### config.mk
export PLATFORM = sky130hd
export DESIGN_NAME = pipe_stage_buf
export DESIGN_NICKNAME = d
export VERILOG_FILES = /design/src/rtl/cpu_pipe_pkg.sv /design/src/rtl/pipe_sat_cnt.sv /design/src/rtl/pipe_stage_buf.sv
export SDC_FILE = /design/constraint.sdc
export NUM_CORES = 1
export LEC_CHECK = 0
export CAP_MARGIN = 20
export CORE_MARGIN = 4
export CORE_UTILIZATION = 45
export DETAILED_ROUTE_END_ITERATION = 6
export GPL_TIMING_DRIVEN = 0
export PLACE_DENSITY = 0.73
export SLEW_MARGIN = 20
export SYNTH_ARGS = -nofsm -noshare
export SYNTH_HDL_FRONTEND = slang
export SYNTH_SLANG_ARGS = --single-unit
### constraint.sdc
create_clock -name clk -period 5.9 [get_ports clk]
set_input_delay 1.18 -clock clk [delete_from_list [all_inputs] [get_ports clk]]
set_output_delay 1.18 -clock clk [all_outputs]
set_load 0.1 [all_outputs]
### src/rtl/cpu_pipe_pkg.sv
// Shared pipeline definitions: skid-buffer state encoding, per-stage payload widths
// and field-offset macros that callers use to pack and unpack the stage bus.
package cpu_pipe_pkg;

  localparam logic [1:0] ST_EMPTY = 2'd0;
  localparam logic [1:0] ST_ONE   = 2'd1;
  localparam logic [1:0] ST_TWO   = 2'd2;

  typedef enum logic [1:0] {
    S_EMPTY = ST_EMPTY,
    S_ONE   = ST_ONE,
    S_TWO   = ST_TWO
  } buf_state_t;

  localparam int IDEX_W  = 118;
  localparam int EXMEM_W = 73;

endpackage

// ID/EX bus layout: {ctrl[21:0], imm[31:0], rs2[31:0], rs1[31:0]}
`define IDEX_RS1_LSB   0
`define IDEX_RS2_LSB   32
`define IDEX_IMM_LSB   64
`define IDEX_CTRL_LSB  96
// EX/MEM bus layout: {ctrl[8:0], store_data[31:0], alu_result[31:0]}
`define EXMEM_ALU_LSB  0
`define EXMEM_STD_LSB  32
`define EXMEM_CTRL_LSB 64

### src/rtl/pipe_sat_cnt.sv
// Saturating up-counter: increments by one per cycle with inc high and sticks at all-ones.
module pipe_sat_cnt #(
  parameter int CNT_W = 16
) (
  input  logic             clk,
  input  logic             rst,
  input  logic             inc,
  output logic [CNT_W-1:0] cnt
);

  always_ff @(posedge clk or posedge rst) begin
    if (rst) begin
      cnt <= '0;
    end else if (inc && (cnt != {CNT_W{1'b1}})) begin
      cnt <= cnt + 1'b1;
    end
  end

endmodule

### src/rtl/pipe_stage_buf.sv
// Pipeline-stage register with valid/ready handshake and 2-entry skid buffer.
// Optional statistics counters are built when PIPE_STAGE_STATS_EN is defined.
module pipe_stage_buf
  import cpu_pipe_pkg::*;
#(
  parameter int DATA_W         = 32,
  parameter bit CLEAR_ON_FLUSH = 1'b1,
  parameter int CNT_W          = 16
) (
  input  logic              clk,
  input  logic              rst,
  input  logic              flush,
  input  logic              bubble,
  input  logic              in_valid,
  output logic              in_ready,
  input  logic [DATA_W-1:0] in_data,
  output logic              out_valid,
  input  logic              out_ready,
  output logic [DATA_W-1:0] out_data
`ifdef PIPE_STAGE_STATS_EN
  ,
  output logic [CNT_W-1:0]  stall_cnt,
  output logic [CNT_W-1:0]  flush_cnt
`endif
);

  if (DATA_W < 1 || CNT_W < 1) begin : g_bad_param
    $error("pipe_stage_buf: DATA_W and CNT_W must be >= 1");
  end

  buf_state_t        state_reg, state_next;
  logic [DATA_W-1:0] main_reg, main_next;
  logic [DATA_W-1:0] skid_reg, skid_next;
  logic              push, pop;

  // in_ready depends only on registered state plus the bubble input.
  assign in_ready  = (state_reg != S_TWO) && !bubble;
  assign out_valid = (state_reg != S_EMPTY);
  assign out_data  = main_reg;
  assign push      = in_valid && in_ready;
  assign pop       = out_valid && out_ready;

  always_ff @(posedge clk or posedge rst) begin
    if (rst) begin
      state_reg <= S_EMPTY;
      main_reg  <= '0;
      skid_reg  <= '0;
    end else begin
      state_reg <= state_next;
      main_reg  <= main_next;
      skid_reg  <= skid_next;
    end
  end

  always_comb begin
    state_next = state_reg;
    main_next  = main_reg;
    skid_next  = skid_reg;
    if (flush) begin
      state_next = S_EMPTY;
      if (CLEAR_ON_FLUSH) begin
        main_next = '0;
        skid_next = '0;
      end
    end else begin
      unique case (state_reg)
        S_EMPTY: begin
          if (push) begin
            state_next = S_ONE;
            main_next  = in_data;
          end
        end
        S_ONE: begin
          if (push && pop) begin
            main_next = in_data;
          end else if (push) begin
            state_next = S_TWO;
            skid_next  = in_data;
          end else if (pop) begin
            state_next = S_EMPTY;
          end
        end
        S_TWO: begin
          // Skid entry slides forward; in_ready is low here so no push competes.
          if (pop) begin
            state_next = S_ONE;
            main_next  = skid_reg;
          end
        end
        default: state_next = S_EMPTY;
      endcase
    end
  end

`ifdef PIPE_STAGE_STATS_EN
  pipe_sat_cnt #(.CNT_W(CNT_W)) u_stall_cnt (
    .clk (clk),
    .rst (rst),
    .inc (out_valid && !out_ready),
    .cnt (stall_cnt)
  );

  pipe_sat_cnt #(.CNT_W(CNT_W)) u_flush_cnt (
    .clk (clk),
    .rst (rst),
    .inc (flush),
    .cnt (flush_cnt)
  );
`endif

endmodule

==> results.cfg, run 1 <==
[layout]
stdcell_area_sq_mm = 0.00436
area_delta_synth_final_pct = 32.2
n_fill_cell = 576
area.sequential_sq_mm = 0.00165
layout-drive-gt1-share_pct = 13.4
multiInputGateArea_sq_mm = 0.00151
ant_cells = 0
layout.nets = 435

[job]
timing.max_cap.violations = 0

[yosys]
synthAdderAreaFrac_pct = 1.52
syn_area_sq_mm = 0.00330
yosys.area_share.xor_xnor_pct = 0.266
synth_compound_area_share_pct = 6.30
synth-edff-count = 0
async_reset_ff_share_pct = 100
ys.warnings.count = 0
synth.yosys.seq_area_share_pct = 50.1
synthDistinctLibCells = 25
synthesis.area_per_instance_sq_um = 10.6
ys_ff_latch = 66
synthesis.nets = 353
synthSimpleGateAreaFrac_pct = 13.7
mux_share_of_post_synthesis_cell_area_pct = 24.1
synth_top_family_by_area = multiplexers
ys.flop_type = sky130_fd_sc_hd__dfrtp_1
postSynthCellCount = 311

[route]
initialDrtViolationCount = 97
totalWireLength_um = 7270
drc = 0
wire_length_per_cell_after_detailed_routing_um = 14.7
num_vias = 2431
drt_pass1_iterations = 4
ant_nets = 0
route.detailed.vias_per_inst = 4.93

[place]
place_congestion = 0.781
place_area_sq_mm = 0.00414
hpwlAfterDp_um = 5080
io_buffer_count = 70

[clock_network]
tritoncts.num_buffers = 9
cts_tree = yes
setup_repair_bufs_after_cts = 0
cts_buffer_depth = 2
cts_root_buffer_type = sky130_fd_sc_hd__clkbuf_8
cts.hold.buffers_added = 0
cts_max_level = 3
worst_skew_pair_later_pin_latency_ns = 0.33
clk_pin_slew_worst_paths_ns = 0.07
clock_sinks = 66
cells_resized_by_post_cts_repair = 0

[sta]
grt_setup_unrepaired = false
layout_worst_path_cycle_share_pct = 69.7
clock-skew-final_ns = 0.00541
setup_violations = 0
tightest_slew_ns = 0.989
timing_hold_violations_final = 0
slew_headroom_pct = 33.9
final-max-slew-violation-count = 0
final.setup.tns_ns = 0
finalWorstPathRequiredPeriod_ns = 4.11
max_freq_mhz = 243

[pwr]
p_comb_share_pct = 56.7
power.sequential.fraction_pct = 25.8
ir_drop_worst_case_vdd_uv = 333
powerDensity_mw_per_mm2 = 555
leakage_uw = 0.00186
clock_power_share_pct = 17.5
p_sw_share_pct = 49.0
power.net_switching_uw = 1180
internal_power_uw = 1240

[setup_path]
setup.worst_path.start_class = input port
cpMaxStageDelayCell = sky130_fd_sc_hd__clkdlybuf4s50_1
worstSetupEndpointType = output pin
worst_ep_required_time_ns = 4.72
critical_path.max_stage_delay_ns = 1.15
timing.critical_path.mode_cell = sky130_fd_sc_hd__clkdlybuf4s50_1
crit_chain = clkdlybuf4s50_1 > nor2_1 > clkdlybuf4s50_1
cp_max_fo = 3
worst_setup_path_class = in -> out
arrival_time_of_the_worst_setup_path_ns = 2.93

[run_status]
status = completed

[floorplanning]
io_pins = 72
starting_utilization_of_the_core_area_pct = 47.5
row_count = 30
core_area_sq_mm = 0.00694
die_w_um = 93.6
die_height_um = 93.6
fp.dieArea_sq_mm = 0.00876

[global_route]
first_global_vias = 2478
gr-usage-all-layers_pct = 18.1
largest_net_degree_at_the_start_of_global_routing = 37
global_route_wire_length_before_repair_um = 12200
global_route.overflow_total = 0
grt_antenna_before_repair = 0

[worst_hold_path]
hold_path.class = reg -> reg
cell type report:
type | instances | area share [%]
plain buffers | 23 | 2.70
flip-flops and latches | 66 | 37.9
clock inverters | 2 | 1.38
clock buffers | 13 | 3.65
well taps | 96 | 2.76
multi-input cells | 218 | 34.7
inverters | 4 | 0.402
repair buffers | 71 | 16.5
worst max-delay path, delay by kind of cell:
kind | cells | cell delay (ns)
buf+inv | 2 | 1.63
simple gates | 1 | 0.11
Yosys cell counts (3+ instances only):
cell	n	share of area, %
sky130_fd_sc_hd__ha_1	4	1.5
sky130_fd_sc_hd__nand2_1	68	7.7
sky130_fd_sc_hd__inv_1	4	0.46
sky130_fd_sc_hd__a21oi_1	33	5.0
sky130_fd_sc_hd__mux2i_1	32	9.7
sky130_fd_sc_hd__nor2_1	33	3.8
sky130_fd_sc_hd__nand2b_1	3	0.57
sky130_fd_sc_hd__buf_6	4	1.4
sky130_fd_sc_hd__dfrtp_1	66	50
sky130_fd_sc_hd__mux2_4	30	14
sky130_fd_sc_hd__clkbuf_1	18	2.0
power by group through the flow:
stage / clock (uW) / sequential [uW] / combinational, uW
final: 422 / 625 / 1370
after global routing: 459 / 645 / 1420
after CTS: 431 / 627 / 1380
after detailed placement: 0 / 634 / 1380
after global placement: 0 / 633 / 1360
after floorplan: 0 / 1300 / 402
placed cells by master (no fill, tap or decap):
master / Yosys / final
sky130_fd_sc_hd__o21ai_0: 1 / 1
sky130_fd_sc_hd__nor2_1: 33 / 33
sky130_fd_sc_hd__a21oi_1: 33 / 33
sky130_fd_sc_hd__ha_1: 4 / 4
sky130_fd_sc_hd__mux2_2: 2 / 2
sky130_fd_sc_hd__buf_2: 1 / 1
sky130_fd_sc_hd__nor2b_1: 2 / 2
sky130_fd_sc_hd__buf_12: 0 / 1
sky130_fd_sc_hd__inv_1: 4 / 3
sky130_fd_sc_hd__nor3_1: 1 / 1
sky130_fd_sc_hd__nand2b_1: 3 / 3
sky130_fd_sc_hd__xnor2_1: 1 / 1
sky130_fd_sc_hd__nor3b_4: 1 / 1
sky130_fd_sc_hd__nand2_1: 68 / 68
sky130_fd_sc_hd__a2111o_1: 1 / 1
sky130_fd_sc_hd__o311ai_0: 1 / 1
sky130_fd_sc_hd__buf_6: 4 / 4
sky130_fd_sc_hd__mux2_4: 30 / 30
sky130_fd_sc_hd__clkdlybuf4s50_1: 0 / 70
sky130_fd_sc_hd__o32ai_1: 1 / 1
sky130_fd_sc_hd__bufinv_16: 0 / 2
sky130_fd_sc_hd__nand3_1: 1 / 1
sky130_fd_sc_hd__dfrtp_1: 66 / 66
sky130_fd_sc_hd__mux2i_1: 32 / 32
sky130_fd_sc_hd__clkbuf_8: 0 / 11
sky130_fd_sc_hd__or3_1: 1 / 1
sky130_fd_sc_hd__inv_4: 0 / 1
sky130_fd_sc_hd__a2bb2oi_1: 1 / 1
sky130_fd_sc_hd__and3_1: 1 / 1
sky130_fd_sc_hd__clkbuf_1: 18 / 20
stage by stage:
stage | cells | total power (uW) | utilization (%) | worst slack (ns) | hold slack, ns
6_report | 493 | 2420 | 62.8 | 1.79 | 0.508
3_5_place_dp | 478 | 2010 | 59.6 | 1.77 | 0.490
2_1_floorplan | 311 | 1710 | - | 2.29 | 0.501
4_1_cts | 493 | 2440 | 62.8 | 1.76 | 0.510
3_3_place_gp | 477 | 2000 | 59.3 | 1.79 | 0.492
5_1_grt | 493 | 2520 | 62.8 | 1.66 | 0.524
layer usage:
layer	global-route usage (%)	wire length (um)	part of all wire, %
met5	0	0	0
met4	6.86	97	1.3
met3	4.18	357	4.9
met2	28.7	3470	48
met1	24.0	3350	46
kinds of logic (layout without fill, tap and decap cells):
logic type      Yosys count  in the layout
compound gates           38             38
xor+xnor                  1              1
fa+ha+maj                 4              4
buf+inv                  27            113
flops                    66             66
mux                      64             64
simple gates            111            111
worst paths after layout:
| check | slack, ns | endpoint | start | cells after the start |
|---|---|---|---|---|
| max | 1.79 | in_ready | bubble | 3 |
| min | 0.51 | out_data[14] | out_data[14] | 1 |
| max reg2reg | 3.52 | out_data[8] | state_reg[0] | 8 |
| min reg2reg | 0.51 | out_data[14] | out_data[14] | 1 |
| max in group asynchronous | 4.16 | out_data[24] | rst | 3 |
| min in group asynchronous | 1.20 | skid_reg[15] | rst | 2 |
Power figures use the tool's default switching activity.
==> run 2, diff against run 1 <==
Settings changed: PLACE_DENSITY 0.73 to 0.76.
Clock period 5.9 ns to 3.55 ns, I/O delays scaled along.
==> run 2 against run 1 <==
Via count increased by 1.7%. Global-route usage decreased by 0.55 points. Core utilization about the same. Non-clock buffer count unchanged. Die area unchanged. Register-to-register slack got worse by 2.4 ns. Flip-flop and latch count unchanged. Sequential share of layout area about the same. Worst hold slack improved by 0.0022 ns. Worst setup slack got worse by 1.6 ns. Critical path depth increased by 3. Critical endpoint unchanged. Highest routed layer unchanged.
==> results.cfg, run 2 (synthesis gave the netlist of run 1 again) <==
[sta]
timing_hold_violations_final = 0
clock-skew-final_ns = 0.00771
setup_violations = 0
final.setup.worst_slack_ns = 0.141
final.hold.worst_slack_ns = 0.510
final.setup.tns_ns = 0
layout_worst_path_cycle_share_pct = 96.0
finalWorstPathRequiredPeriod_ns = 3.41
final-max-slew-violation-count = 0
max_freq_mhz = 293
grt_setup_unrepaired = false
tightest_slew_ns = 0.987
slew_headroom_pct = 34.0

[layout]
ant_cells = 0
layout.cells.most_common_list = sky130_fd_sc_hd__clkdlybuf4s50_1, sky130_fd_sc_hd__nand2_1, sky130_fd_sc_hd__dfrtp_1, sky130_fd_sc_hd__nor2_1, sky130_fd_sc_hd__a21oi_1
layout.cells.non_filler = 494
layout_commonest_cell = sky130_fd_sc_hd__clkdlybuf4s50_1
layout.nets = 435
n_fill_cell = 549
area_delta_synth_final_pct = 32.2
stdcell_area_sq_mm = 0.00436
layout-drive-gt1-share_pct = 13.8

[setup_path]
critical_path.reg2reg.startpoint = state_reg[0]
arrival_time_of_the_worst_setup_path_ns = 2.70
worst_r2r_endpoint = out_data[16]
r2r_slack_ns = 1.12
critical_path.endpoint = in_ready
cp_max_fo = 10
worst_ep_required_time_ns = 2.84
worst-r2r-cell-count = 9
worstSetupEndpointType = output pin
worst_setup_path_class = reg -> out
setup.worst_path.start = state_reg[0]
setup.worst_path.start_class = flip-flop

[clock_network]
cts_tree = yes
tritoncts.num_buffers = 9
cts_buffer_depth = 2
cts_root_buffer_type = sky130_fd_sc_hd__clkbuf_8
worst_skew_pair_later_pin_latency_ns = 0.34
cts_max_level = 3
clk_pin_slew_worst_paths_ns = 0.07
clock_sinks = 66
cts.hold.buffers_added = 0
setup_repair_bufs_after_cts = 0

[global_route]
global_route_wire_length_before_repair_um = 11900
grt_antenna_before_repair = 0
first_global_vias = 2444
global_route.overflow_total = 0
largest_net_degree_at_the_start_of_global_routing = 35
gr-usage-all-layers_pct = 17.5

[floorplanning]
fp.dieArea_sq_mm = 0.00876
die_height_um = 93.6
core_area_sq_mm = 0.00694
row_count = 30
io_pins = 72
starting_utilization_of_the_core_area_pct = 47.5
die_w_um = 93.6

[pwr]
ir_drop_worst_case_vdd_uv = 618
powerDensity_mw_per_mm2 = 924
leakage_uw = 0.00186

[route]
route.detailed.vias_per_inst = 5.01
initialDrtViolationCount = 121
drt_pass1_iterations = 6
totalWireLength_um = 7270
wire_length_per_cell_after_detailed_routing_um = 14.7
num_vias = 2473
drc = 0
ant_nets = 0

[place]
place_area_sq_mm = 0.00414
hpwlAfterDp_um = 5200
io_buffer_count = 70
placed_cells_incl_taps = 478
placement.setup.worst_slack_ns = 0.201
place_congestion = 0.840

[job]
timing.max_cap.violations = 0

[worst_hold_path]
hold_path.class = reg -> reg

[run_status]
status = completed
[run 2: cell types whose count changed in the layout (fill, tap and decap cells not counted)]
cell / before / now
sky130_fd_sc_hd__clkinv_2: 0 / 2
sky130_fd_sc_hd__clkbuf_1: 20 / 19
sky130_fd_sc_hd__clkbuf_8: 11 / 10
sky130_fd_sc_hd__clkdlybuf4s50_1: 70 / 69
sky130_fd_sc_hd__clkinvlp_4: 0 / 1
sky130_fd_sc_hd__dlygate4sd2_1: 0 / 1
[run 2: worst min-delay path by stage]
stage                 startpoint           end  slack (ns)  depth (start not counted)
floorplan            skid_reg[0]   skid_reg[0]        0.50                          2
global placement     out_data[8]   out_data[8]        0.49                          1
detailed placement  out_data[18]  out_data[18]        0.49                          1
CTS                 out_data[18]  out_data[18]        0.51                          1
global route        out_data[27]  out_data[27]        0.53                          1
finish               out_data[6]   out_data[6]        0.51                          1
[run 2: worst max-delay path, cell delays in order, from the launching register on]
cell,delay [ns]
sky130_fd_sc_hd__dfrtp_1,0.45
sky130_fd_sc_hd__inv_1,0.11
sky130_fd_sc_hd__ha_1,0.22
sky130_fd_sc_hd__buf_6,0.14
sky130_fd_sc_hd__clkbuf_1,0.36
sky130_fd_sc_hd__nor2_1,0.20
sky130_fd_sc_hd__dlygate4sd2_1,0.88
[run 2: metrics by stage]
step,total power (uW),util [%]
floorplan,2830,-
global placement,3320,59.3
detailed placement,3340,59.6
CTS,4060,62.7
global route,4180,62.7
finish,4030,62.7
[run 2: per-layer routing]
| layer | share of wire, % | vias up | GRT usage (%) | wire [um] |
|---|---|---|---|---|
| li1 | - | 1197 | - | - |
| met1 | 47 | 1191 | 24.1 | 3420 |
| met2 | 46 | 72 | 27.0 | 3320 |
| met3 | 5.4 | 13 | 4.26 | 391 |
| met4 | 1.8 | 0 | 6.14 | 131 |
| met5 | 0 | - | 0 | 0 |
[run 2: layout make-up]
type,count,area (sq um),share of cell area (%)
tap,96,120,2.76
buffer,23,118,2.70
inverter,4,17.5,0.402
clock inverter,5,77.6,1.78
timing repair buffer,71,719,16.5
multi-input combinational,218,1510,34.7
sequential,66,1650,37.9
clock buffer,11,141,3.25
[run 2: report_power, final]
group	internal (uW)	switching, uW	total, uW
sequential	935	110	1040
clock	413	293	706
combinational	685	1590	2280
total	2030	1990	4030
[run 2: what timing repair did]
item                       CTS  global route
setup endpoints to repair    1             0
gates resized for setup      1             0
hold endpoints to repair     0             0
==> run 3, diff against run 2 <==
Settings changed: DONT_BUFFER_PORTS set to 1, PLACE_DENSITY 0.76 to 0.63, SLEW_MARGIN 20 to not set.
==> run 3 against run 2 <==
Clock-buffer cell count unchanged. Via count down 12%. Worst hold slack worse by 0.11 ns. Design area down 17%. Global-route usage down 0.66 points. Flip-flop and latch count unchanged. Clock skew up 0.0034 ns. Maximum frequency up 5.0%. Sequential power up 110%. Critical endpoint unchanged.
==> results.cfg, run 3 (synthesis gave the netlist of run 1 again) <==
[layout]
layout_commonest_cell = sky130_fd_sc_hd__nand2_1
multiInputGateArea_sq_mm = 0.00151
layout-drive-gt1-share_pct = 16.6
ant_cells = 0
area.sequential_sq_mm = 0.00165
layout.cells.most_common_list = sky130_fd_sc_hd__nand2_1, sky130_fd_sc_hd__dfrtp_1, sky130_fd_sc_hd__a21oi_1, sky130_fd_sc_hd__mux2i_1, sky130_fd_sc_hd__nor2_1
post-route-util_pct = 52.0
n_fill_cell = 636
layout.nets = 364
area_delta_synth_final_pct = 9.61

[setup_path]
crit_chain = inv_1 > ha_1 > buf_6 > clkbuf_1 > nor2_2
worst_setup_path_class = reg -> out
cpMaxStageDelayCell = sky130_fd_sc_hd__nor2_2
worstSetupEndpointType = output pin
timing.critical_path.max_delay_family = simple AND/OR/NAND/NOR gates
critical_path.max_stage_delay_ns = 0.95
worst_ep_required_time_ns = 2.84
setup.worst_path.start_class = flip-flop
setup.worst_path.start = state_reg[0]
critical_path.reg2reg.startpoint = state_reg[0]
cp_max_fo = 10
timing.critical_path.buf_inv = 3
arrival_time_of_the_worst_setup_path_ns = 2.54

[global_route]
global_route_wire_length_before_repair_um = 11400
grt_antenna_before_repair = 0
grt.met3_usage_pct = 7.08
global_route.overflow_total = 0
global_route.usage.met1_pct = 22.2
gr-usage-met2_pct = 24.9
gr-usage-all-layers_pct = 16.9
first_global_vias = 2221
grt_busiest_layer = met2
largest_net_degree_at_the_start_of_global_routing = 67

[pwr]
leakage_uw = 0.00157
power_uw = 3570
powerDensity_mw_per_mm2 = 989
ir_drop_worst_case_vdd_uv = 566

[sta]
finalWorstPathRequiredPeriod_ns = 3.25
clock-skew-final_ns = 0.0111
max_freq_mhz = 308
layout_worst_path_cycle_share_pct = 91.4
timing_hold_violations_final = 0
final.setup.tns_ns = 0
final-max-slew-violation-count = 0
tightest_slew_ns = 1.06
grt_setup_unrepaired = false
slew_headroom_pct = 29.0
setup_violations = 0

[floorplanning]
die_height_um = 93.6
row_count = 30
io_pins = 72
fp.dieArea_sq_mm = 0.00876
starting_utilization_of_the_core_area_pct = 47.5
core_area_sq_mm = 0.00694
die_w_um = 93.6

[job]
timing.max_cap.violations = 0

[clock_network]
worst_skew_pair_later_pin_latency_ns = 0.34
cts_buffer_depth = 2
tritoncts.num_buffers = 9
clock_sinks = 66
cts_tree = yes
cells_resized_by_post_cts_repair = 0
cts.hold.buffers_added = 0
clk_pin_slew_worst_paths_ns = 0.07
setup_repair_bufs_after_cts = 0
cts_root_buffer_type = sky130_fd_sc_hd__clkbuf_8
cts_max_level = 3

[route]
num_vias = 2178
route.detailed.vias_per_inst = 5.17
initialDrtViolationCount = 77
drt_pass1_iterations = 4
totalWireLength_um = 6910
wire_length_per_cell_after_detailed_routing_um = 16.4
ant_nets = 0
drc = 0

[run_status]
status = completed

[place]
hpwlAfterDp_um = 4750
place_congestion = 0.724
io_buffer_count = 0

[worst_hold_path]
hold_path.class = in -> async
-- run 3: final timing paths --
path                           endpoint  slack [ns]  cells after the start
setup / recovery               in_ready        0.30                      5
hold / removal             skid_reg[16]        0.40                      1
setup reg to reg            out_data[7]        0.69                      8
hold reg to reg            skid_reg[30]        0.52                      2
max in group asynchronous  skid_reg[29]        2.62                      1
min in group clk           skid_reg[17]        0.49                      2
-- run 3: cell type report --
class / count / area share, %
Sequential cell: 66 / 45.7
Inverter: 4 / 0.485
Buffer: 23 / 3.26
Multi-Input combinational cell: 218 / 41.9
Clock inverter: 3 / 1.11
Tap cell: 96 / 3.33
Clock buffer: 11 / 4.19
-- run 3: metrics by stage --
| stage | instances | instance area, sq um | setup WS, ns | hold WS [ns] |
|---|---|---|---|---|
| finish | 421 | 3610 | 0.304 | 0.399 |
| global route | 421 | 3610 | 0.231 | 0.479 |
| CTS | 421 | 3610 | 0.270 | 0.437 |
| detailed placement | 407 | 3420 | 0.657 | 0.515 |
| global placement | 407 | 3420 | 0.199 | 0.509 |
| floorplan | 311 | 3300 | 0.447 | 0.501 |
-- run 3: metal layers --
| layer | up-vias | routed length, um |
|---|---|---|
| met5 | - | 0 |
| met4 | 0 | 138 |
| met3 | 12 | 592 |
| met2 | 62 | 3080 |
| met1 | 1054 | 3100 |
| li1 | 1050 | - |
-- run 3: where the power goes --
part / internal [uW] / leakage [uW] / switching, uW
combinational: 395 / 0.000590 / 363
clock: 353 / 0.000101 / 273
sequential: 908 / 0.000884 / 1280
